<file path="src/rtl/inst_buffer_pkg.sv">
// Shared types and constants for the instruction buffer between IF and the
// dual-issue ID stage.
//   if_req_t   : field layout of the 66-bit IF -> IB request descriptor
//   ib_entry_t : one buffered instruction, {pc, inst}
package inst_buffer_pkg;

  localparam int IF_TO_IB_WD    = 66;
  localparam int IB_TO_ID_WD    = 130;  // two valid bits, two pcs, two insts
  localparam int IF_DISCARD_BIT = 65;
  localparam int IF_CE_BIT      = 64;
  localparam int IF_TARGET_LSB  = 32;
  localparam int IF_ALIGNED_LSB = 0;

  typedef struct packed {
    logic        discard;
    logic        ce;
    logic [31:0] pc_target;
    logic [31:0] pc_aligned;
  } if_req_t;

  typedef struct packed {
    logic [31:0] pc;
    logic [31:0] inst;
  } ib_entry_t;

  function automatic ib_entry_t make_entry(input logic [31:0] pc, input logic [31:0] inst);
    ib_entry_t e;
    e.pc   = pc;
    e.inst = inst;
    return e;
  endfunction

endpackage

</file>
<file path="src/rtl/inst_buffer_ram.sv">
// Entry storage for the instruction buffer: DEPTH x {pc, inst} register array.
// Two write ports (tail, tail+1) and two combinational read ports (head,
// head+1). Data is not reset; validity is tracked by the owner's count.
//   clk                 : clock
//   we0_i/waddr0_i/wdata0_i : write port 0
//   we1_i/waddr1_i/wdata1_i : write port 1 (never the same address as port 0)
//   raddr0_i/rdata0_o   : read port 0
//   raddr1_i/rdata1_o   : read port 1
module inst_buffer_ram
  import inst_buffer_pkg::*;
#(
  parameter int DEPTH = 16,
  parameter int PTR_W = 4
) (
  input  logic             clk,
  input  logic             we0_i,
  input  logic [PTR_W-1:0] waddr0_i,
  input  ib_entry_t        wdata0_i,
  input  logic             we1_i,
  input  logic [PTR_W-1:0] waddr1_i,
  input  ib_entry_t        wdata1_i,
  input  logic [PTR_W-1:0] raddr0_i,
  output ib_entry_t        rdata0_o,
  input  logic [PTR_W-1:0] raddr1_i,
  output ib_entry_t        rdata1_o
);

  ib_entry_t mem_q [DEPTH];

  always_ff @(posedge clk) begin
    if (we0_i) mem_q[waddr0_i] <= wdata0_i;
    if (we1_i) mem_q[waddr1_i] <= wdata1_i;
  end

  assign rdata0_o = mem_q[raddr0_i];
  assign rdata1_o = mem_q[raddr1_i];

endmodule

</file>
<file path="src/rtl/inst_buffer.sv">
// Instruction buffer between IF and the dual-issue ID stage.
// Tracks the one-deep fetch request across the synchronous SRAM read, drops
// killed requests and the lower word of an odd-word target, enqueues up to two
// {pc, inst} entries per cycle and presents the two oldest entries to ID.
//   clk, rst            : clock, synchronous active-high reset
//   flush               : empties buffer and in-flight request, ignores id_pop
//   if_to_ib_bus        : {discard, ce, pc_target, pc_aligned}
//   inst_sram_rdata     : {word at pc_aligned+4, word at pc_aligned}
//   id_pop              : entries consumed by ID this cycle (0..2)
//   inst0_* / inst1_*   : head / head+1 entry (pc and inst are 0 when invalid)
//   stallreq_ib         : asks control to stall IF when fewer than 4 slots remain
//
// Handshake: an entry is offered while instN_valid is high; ID consumes it by
// counting it in id_pop in that cycle. id_pop never exceeds the valid count,
// and IF keeps pushes within capacity by honouring stallreq_ib.
module inst_buffer
  import inst_buffer_pkg::*;
#(
  parameter int DEPTH = 16,
  parameter int PTR_W = 4
) (
  input  logic                   clk,
  input  logic                   rst,
  input  logic                   flush,
  input  logic [IF_TO_IB_WD-1:0] if_to_ib_bus,
  input  logic [63:0]            inst_sram_rdata,
  input  logic [1:0]             id_pop,
  output logic                   inst0_valid,
  output logic                   inst1_valid,
  output logic [31:0]            inst0_pc,
  output logic [31:0]            inst1_pc,
  output logic [31:0]            inst0,
  output logic [31:0]            inst1,
  output logic                   stallreq_ib
);

  localparam int CNT_W = PTR_W + 1;

  if_req_t req_in;
  assign req_in = if_req_t'(if_to_ib_bus);

  logic             req_v_q, req_v_d;
  logic [31:0]      req_pc_q, req_base_q;
  logic [CNT_W-1:0] count_q, count_d;
  logic [PTR_W-1:0] head_q, head_d, tail_q, tail_d;
  logic [1:0]       push_n, pop_n;

  ib_entry_t wdata0, wdata1, rdata0, rdata1;
  logic      we0, we1;

  always_comb begin
    // An odd-word target keeps only the upper word of the fetched pair.
    push_n = 2'd0;
    if (req_v_q && !flush) push_n = req_pc_q[2] ? 2'd1 : 2'd2;
    pop_n   = flush ? 2'd0 : id_pop;
    req_v_d = req_in.ce & ~req_in.discard & ~flush;
    if (flush) begin
      count_d = '0;
      head_d  = '0;
      tail_d  = '0;
    end else begin
      count_d = count_q + CNT_W'(push_n) - CNT_W'(pop_n);
      head_d  = head_q + PTR_W'(pop_n);
      tail_d  = tail_q + PTR_W'(push_n);
    end
  end

  always_ff @(posedge clk) begin
    if (rst) begin
      req_v_q    <= 1'b0;
      req_pc_q   <= '0;
      req_base_q <= '0;
      count_q    <= '0;
      head_q     <= '0;
      tail_q     <= '0;
    end else begin
      req_v_q    <= req_v_d;
      req_pc_q   <= req_in.pc_target;
      req_base_q <= req_in.pc_aligned;
      count_q    <= count_d;
      head_q     <= head_d;
      tail_q     <= tail_d;
    end
  end

  always_comb begin
    we0    = (push_n != 2'd0) && !rst;
    we1    = (push_n == 2'd2) && !rst;
    wdata0 = (push_n == 2'd2) ? make_entry(req_base_q, inst_sram_rdata[31:0])
                              : make_entry(req_base_q + 32'd4, inst_sram_rdata[63:32]);
    wdata1 = make_entry(req_base_q + 32'd4, inst_sram_rdata[63:32]);
  end

  inst_buffer_ram #(
    .DEPTH (DEPTH),
    .PTR_W (PTR_W)
  ) u_ram (
    .clk      (clk),
    .we0_i    (we0),
    .waddr0_i (tail_q),
    .wdata0_i (wdata0),
    .we1_i    (we1),
    .waddr1_i (tail_q + PTR_W'(1)),
    .wdata1_i (wdata1),
    .raddr0_i (head_q),
    .rdata0_o (rdata0),
    .raddr1_i (head_q + PTR_W'(1)),
    .rdata1_o (rdata1)
  );

  // Outputs are forced to zero when invalid so unreset storage never leaks.
  always_comb begin
    inst0_valid = (count_q != '0);
    inst1_valid = (count_q >= CNT_W'(2));
    inst0_pc    = inst0_valid ? rdata0.pc   : 32'd0;
    inst0       = inst0_valid ? rdata0.inst : 32'd0;
    inst1_pc    = inst1_valid ? rdata1.pc   : 32'd0;
    inst1       = inst1_valid ? rdata1.inst : 32'd0;
    // Four free slots cover the response already in flight plus one more fetch.
    stallreq_ib = (CNT_W'(DEPTH) - count_q) < CNT_W'(4);
  end

  // Occupancy after this edge; an extra bit makes a pop underflow wrap large.
  logic [CNT_W:0] occ_next;
  assign occ_next = {1'b0, count_q} + (CNT_W+1)'(push_n) - (CNT_W+1)'(pop_n);

  a_no_overflow: assert property (@(posedge clk) disable iff (rst || flush)
    occ_next <= (CNT_W+1)'(DEPTH));

  a_target_in_pair: assert property (@(posedge clk) disable iff (rst || flush)
    req_v_q |-> (req_pc_q[31:3] == req_base_q[31:3]));

endmodule

</file>
<file path="config.mk">
export PLATFORM = sky130hd
export DESIGN_NAME = inst_buffer
export DESIGN_NICKNAME = d
export VERILOG_FILES = /design/src/rtl/inst_buffer_pkg.sv /design/src/rtl/inst_buffer_ram.sv /design/src/rtl/inst_buffer.sv
export SDC_FILE = /design/constraint.sdc
export NUM_CORES = 2
export LEC_CHECK = 0
export ABC_AREA = 1
export BUFFER_PORTS_ARGS = -buffer_cell sky130_fd_sc_hd__buf_4
export CORE_ASPECT_RATIO = 1.75
export CORE_UTILIZATION = 38
export CTS_BUF_LIST = sky130_fd_sc_hd__clkbuf_16
export DETAILED_ROUTE_END_ITERATION = 8
export PLACE_DENSITY = 0.53
export REMOVE_ABC_BUFFERS = 1
export SYNTH_ARGS = -nofsm -noshare
export SYNTH_HDL_FRONTEND = slang
export SYNTH_SLANG_ARGS = --single-unit
</file>
<file path="constraint.sdc">
create_clock -name clk -period 14.4 [get_ports clk]
set_input_delay 0 -clock clk [delete_from_list [all_inputs] [get_ports clk]]
set_output_delay 0 -clock clk [all_outputs]
set_load 0.02 [all_outputs]
</file>
# Yosys cells after proc, flatten, opt, wreduce, memory -nomap -nowiden
# Memories as Yosys holds them, arrays and structs flattened. A register that Yosys moved wholly into a read port is not among the register bits.
# Index checks and enable logic that the tools add are counted.
# op_classes
n_eq_ne	1
n_lt_le_gt_ge	2
n_reduce_logical	8
muxes	13
n_bitwise	4
n_addsub	8
# ops
op	n
$mux 32	4
$mux 64	1
$add 32x3->32 const B	1
$add 4x1->4 const B	2
$add 4x2->4	2
$mux 2	3
$add 5x2->5	1
$ge 5x2->1 const B	1
$lt 5x3->1 const B	1
$reduce_bool 5->1	1
$sub 5x2->5	1
$sub 5x5->5 const A	1
$mux 1	4
$mux 4	1
$logic_and 1x1->1	3
$and 1x1->1	2
$eq 2x2->1 const B	1
$logic_not 1->1	2
$not 1->1	2
$reduce_bool 2->1	1
$reduce_or 2->1	1
# totals
mem_count	1
reg_bits	49
ram_bits	1024
# mem_list
name	depth	width	rd	rd_clocked_by_memory_dff	wr	line_no	source
u_ram.mem_q	16	64	2	1	2	inst_buffer_ram.sv:28	ib_entry_t mem_q [DEPTH];

# Longest topological paths before layout
# logic_depth
depth_word	7
depth_mapped	11
ltp_nobuf	11

# Modules after synthesis
# Synthesis repeated with hierarchy kept, for this count alone.
# hier_totals
hier_cells	9905
hier_area_um2	69427.8
# by_module_without_submodules
mod	seq_area_each_um2	area_each_um2	cells_each	n_inst
inst_buffer_ram	30749.5	64757.1	9041	1
inst_buffer	940.9	4670.7	864	1

# Worst setup path after synthesis
# No wires, ideal clock.
# synth_path
kind	reg2reg
from	register tail_q[2]
to	memory u_ram.mem_q[9][0] in the netlist's numbering, enable pin
arrival_time_ns	5.445
path_stages_with_launch	5
slack_ns	8.374
n_path_buf	1
required_ns	13.819
cell_sequence	dfxtp_1 -> buf_2 -> nor2_1 -> inv_1 -> o31ai_1
# synth_lines
item	line_no	source
start, declared	inst_buffer.sv:45	logic [PTR_W-1:0] head_q, head_d, tail_q, tail_d;
start signal, assigned	inst_buffer.sv:82	tail_q <= tail_d;
end, declared	inst_buffer_ram.sv:28	

# Final worst setup path
# layout_path
from	register head_q[0]
to	output inst1_pc[27]
# layout_between
elab_chain_len	3
# layout_rtl
item	line_no	source
start, declared	inst_buffer.sv:45	
start signal, assigned	inst_buffer.sv:74	head_q <= '0;
start signal, assigned	inst_buffer.sv:81	head_q <= head_d;
$add 4x1->4	inst_buffer.sv:107	.raddr1_i (head_q + PTR_W'(1)),
$mem_v2 16x64	n/a	
$mux 32	inst_buffer.sv:117	inst1_pc = inst1_valid ? rdata1.pc : 32'd0;
end, declared	inst_buffer.sv:31	output logic [31:0] inst1_pc,
# Every way passes these cells.

==> impl_results.md <==
* Die area at 0.1734 mm^2
* CP Max Fanout at 75
* HPWL after DPL at 143800 um
* Leading area contributor after synthesis: edfxtp_1
* Most Frequent Cell on Critical Path: buf_4
* Top cells by instance count after synthesis: nand2_1 (1726), o21ai_0 (1369), nand3_1 (1057)
* Post-CTS resize count at 0
* Top-count cell post-synth: nand2_1
* Unique masters post-synth at 36
* Total grt overflow at 0
* Post-synthesis xor/xnor area fraction at 0.1457%
* Critical Path AT at 5.77 ns
* Area of the multi-input gates at 0.02774 mm^2
* Post-Synth Adder-Cell Area at 0.4104%
* Crit Path Category: reg -> out
* Clk slew on worst S/H paths at 0.06 ns
* Antenna violations before repair at 7
* FFs w/ async S/R, synth at 0%
* Area grow syn2layout at 11.35%
* WHS at 0.04593 ns
* Hold buffers post-CTS at 173
* Compound-gate portion of the synthesized area at 21.97%
* Worst-Skew Late Latency at 0.73 ns
* Hold Crit Class: in -> reg
* Status: complete, but fails checks
* Worst Setup End Kind: primary output
* # IOs at 266
* Failing checks: DRC
* Die W at 315.2 um
* Total Power at 7.373 mW
* Fin crit share at 40.05%
* Worst-Margin Slew at 1.223 ns
* Drt total wl at 267900 um
* Finished Cell Area at 0.07265 mm^2
* TritonCTS clock tree: yes
* Worst path max stage delay at 0.97 ns
* Final net count at 8230
* Simple-Gate Fraction of Synth Area at 19.49%
* Filler cells at 16770
* TritonCTS Buffers at 109
* DRT Pass-1 Iters at 9
* Fin. max-slew vios at 0
* Pin count of the biggest net entering global routing at 266
* MaxCap Viol Count at 0
* Placed cell count at 10010
* Most used DFF post-synth: edfxtp_1
* Fraction of layout cells with a size suffix above 1 at 7.699%
* Final instance count without filler cells at 10390
* Fmax at 0.1734 GHz
* Synth top area share at 47.13%
* Dpl cell area at 0.06746 mm^2
* Critical path, cell by cell: ha_4 > buf_4 > buf_4 > buf_4 > o211ai_1 > nand3_1 > nand3_1 > a21oi_1 > buf_4
* Startpoint types: flip-flop
* DR WL/cell at 25.77 um
* GPL Wtd Cong at 0.9049
* Pleak at 28.03 nW
* Via density at 5.982
* Reg area at 0.03171 mm^2
* Clk_skew at 0.03489 ns
* Postcts setup bufs at 0
* First-pass GRT wire length at 380900 um
* Pwr dens at 101.5 mW/mm^2
* # clock sinks at 1071
* Crit-path slowest cell: buf_4
* Antenna-violating nets left at 0
* Vias at 62170
* Cells after Synth at 8263
* H-tree level count at 3
* DRC Markers at 23
* Max_slew headroom at 17.95%
* Initial Utilization at 38.34%
* Post-synth EDFFs at 1024
* Clock Path Buffers at 3
* Final Hold Fails at 0
* Synth Register Bits at 1071
* Row count at 200
* CTS Root Buffer Type: clkbuf_16
* Vias in the first global route at 57960
* Total GRT Usage at 29.92%
* DRT iter0 DRCs at 7731
* Final core occ at 42.70%
* Worst EP required at 14.40 ns
* Synth top area cells: edfxtp_1 (47%), o21ai_0 (11%), nand2_1 (9.9%), nand3_1 (8.1%), a21oi_1 (6.6%)
* Post-Syn Area per Cell at 7.896 um^2
* Maximum vdd drop at 0.09570 mV
* DIE HEIGHT at 550.2 um
* Minimum clock period at 5.767 ns
* Synth Cell Area at 0.06525 mm^2
* Core ar. at 0.1702 mm^2
* Synth Warn # at 0
* Main combinational cell family by area after synthesis: compound AO/OA/AOI/OAI gates
* Mux contribution to synthesized area at 0%
* PortBufs at 234
* Finish-stage setup viols at 0
* Register area share after synthesis at 48.57%
* Unrepaired setup endpoints after global routing: false
==> metrics by stage <==
stage,setup TNS [ns],setup WS (ns)
after floorplan,-5351.59,-41.64
after global placement,0,9.517
after detailed placement,0,9.511
after CTS,0,8.715
after global routing,0,8.370
final,0,8.633
==> report_power, final <==
part / total, mW / switching, mW / internal [mW]
Clock: 2.84 / 1.31 / 1.52
Combinational: 1.09 / 0.750 / 0.343
Sequential: 3.44 / 0.0159 / 3.43
==> critical path, delay by kind of cell, from the launching register on <==
kind / cells / cell delay, ns
buf+inv: 4 / 2.65
compound gates: 2 / 0.78
flops: 1 / 0.44
simple gates: 2 / 0.26
fa+ha+maj: 1 / 0.70
==> cell type report <==
type,instances,share of cell area [%]
repair buffers,510,5.969
inverters,688,3.620
multi-input cells,5696,38.18
diodes,1,0.003444
clock buffers,116,3.995
flip-flops and latches,1071,43.64
well taps,2222,3.827
clock inverters,89,0.7664
==> sequential cells by signal, indices dropped and copies added (netlist names) <==
name and flops:
u_ram.mem_q 1024, req_base_q 32, count_q 5, head_q 4
tail_q 4, req_pc_q 1, req_v_q 1
==> worst paths after layout <==
path | startpoint | end | slack (ns) | cells past startpoint
worst max register to register | req_pc_q[2] | u_ram.mem_q[4][34] | 9.95 | 7
worst max-delay path | head_q[0] | inst1_pc[27] | 8.63 | 9
worst min register to register | tail_q[3] | tail_q[3] | 0.54 | 2
worst min-delay path | id_pop[0] | count_q[0] | 0.05 | 8
==> cell usage in the layout, fill, tap and decap left out, types with 5 or more instances in the layout <==
cell,synthesis,routed
nand2_2,12,12
xor2_1,6,5
clkinv_2,0,23
dfxtp_1,47,43
ha_1,15,13
edfxtp_1,1024,1024
nand2_1,1726,1707
nor2_2,9,8
inv_2,25,16
inv_4,0,7
buf_4,25,331
o211ai_1,298,298
o21ai_2,31,31
dlygate4sd3_1,0,173
nand3_2,17,15
o21ai_1,130,130
inv_1,660,682
nand3_1,1057,1056
buf_12,0,6
nor2_4,4,9
o21ai_0,1369,1365
nor2_1,143,139
clkbuf_16,0,116
clkinv_1,3,31
a21oi_1,859,859
nand2_4,0,19
==> logic make-up after synthesis <==
logic type	count (synthesis)
flops	1071
fa+ha+maj	19
simple gates	2977
compound gates	2690
xor+xnor	10
buf+inv	1496
==> routing by layer <==
metal | GRT usage (%) | wire, um | share of wire (%)
met1 | 36.80 | 102000 | 38
met4 | 17.80 | 17510 | 6.5
met5 | 0 | 86 | 0.032
met3 | 4.256 | 23130 | 8.6
met2 | 49.63 | 125200 | 47
Note: power is estimated with default switching activity, not from simulation.
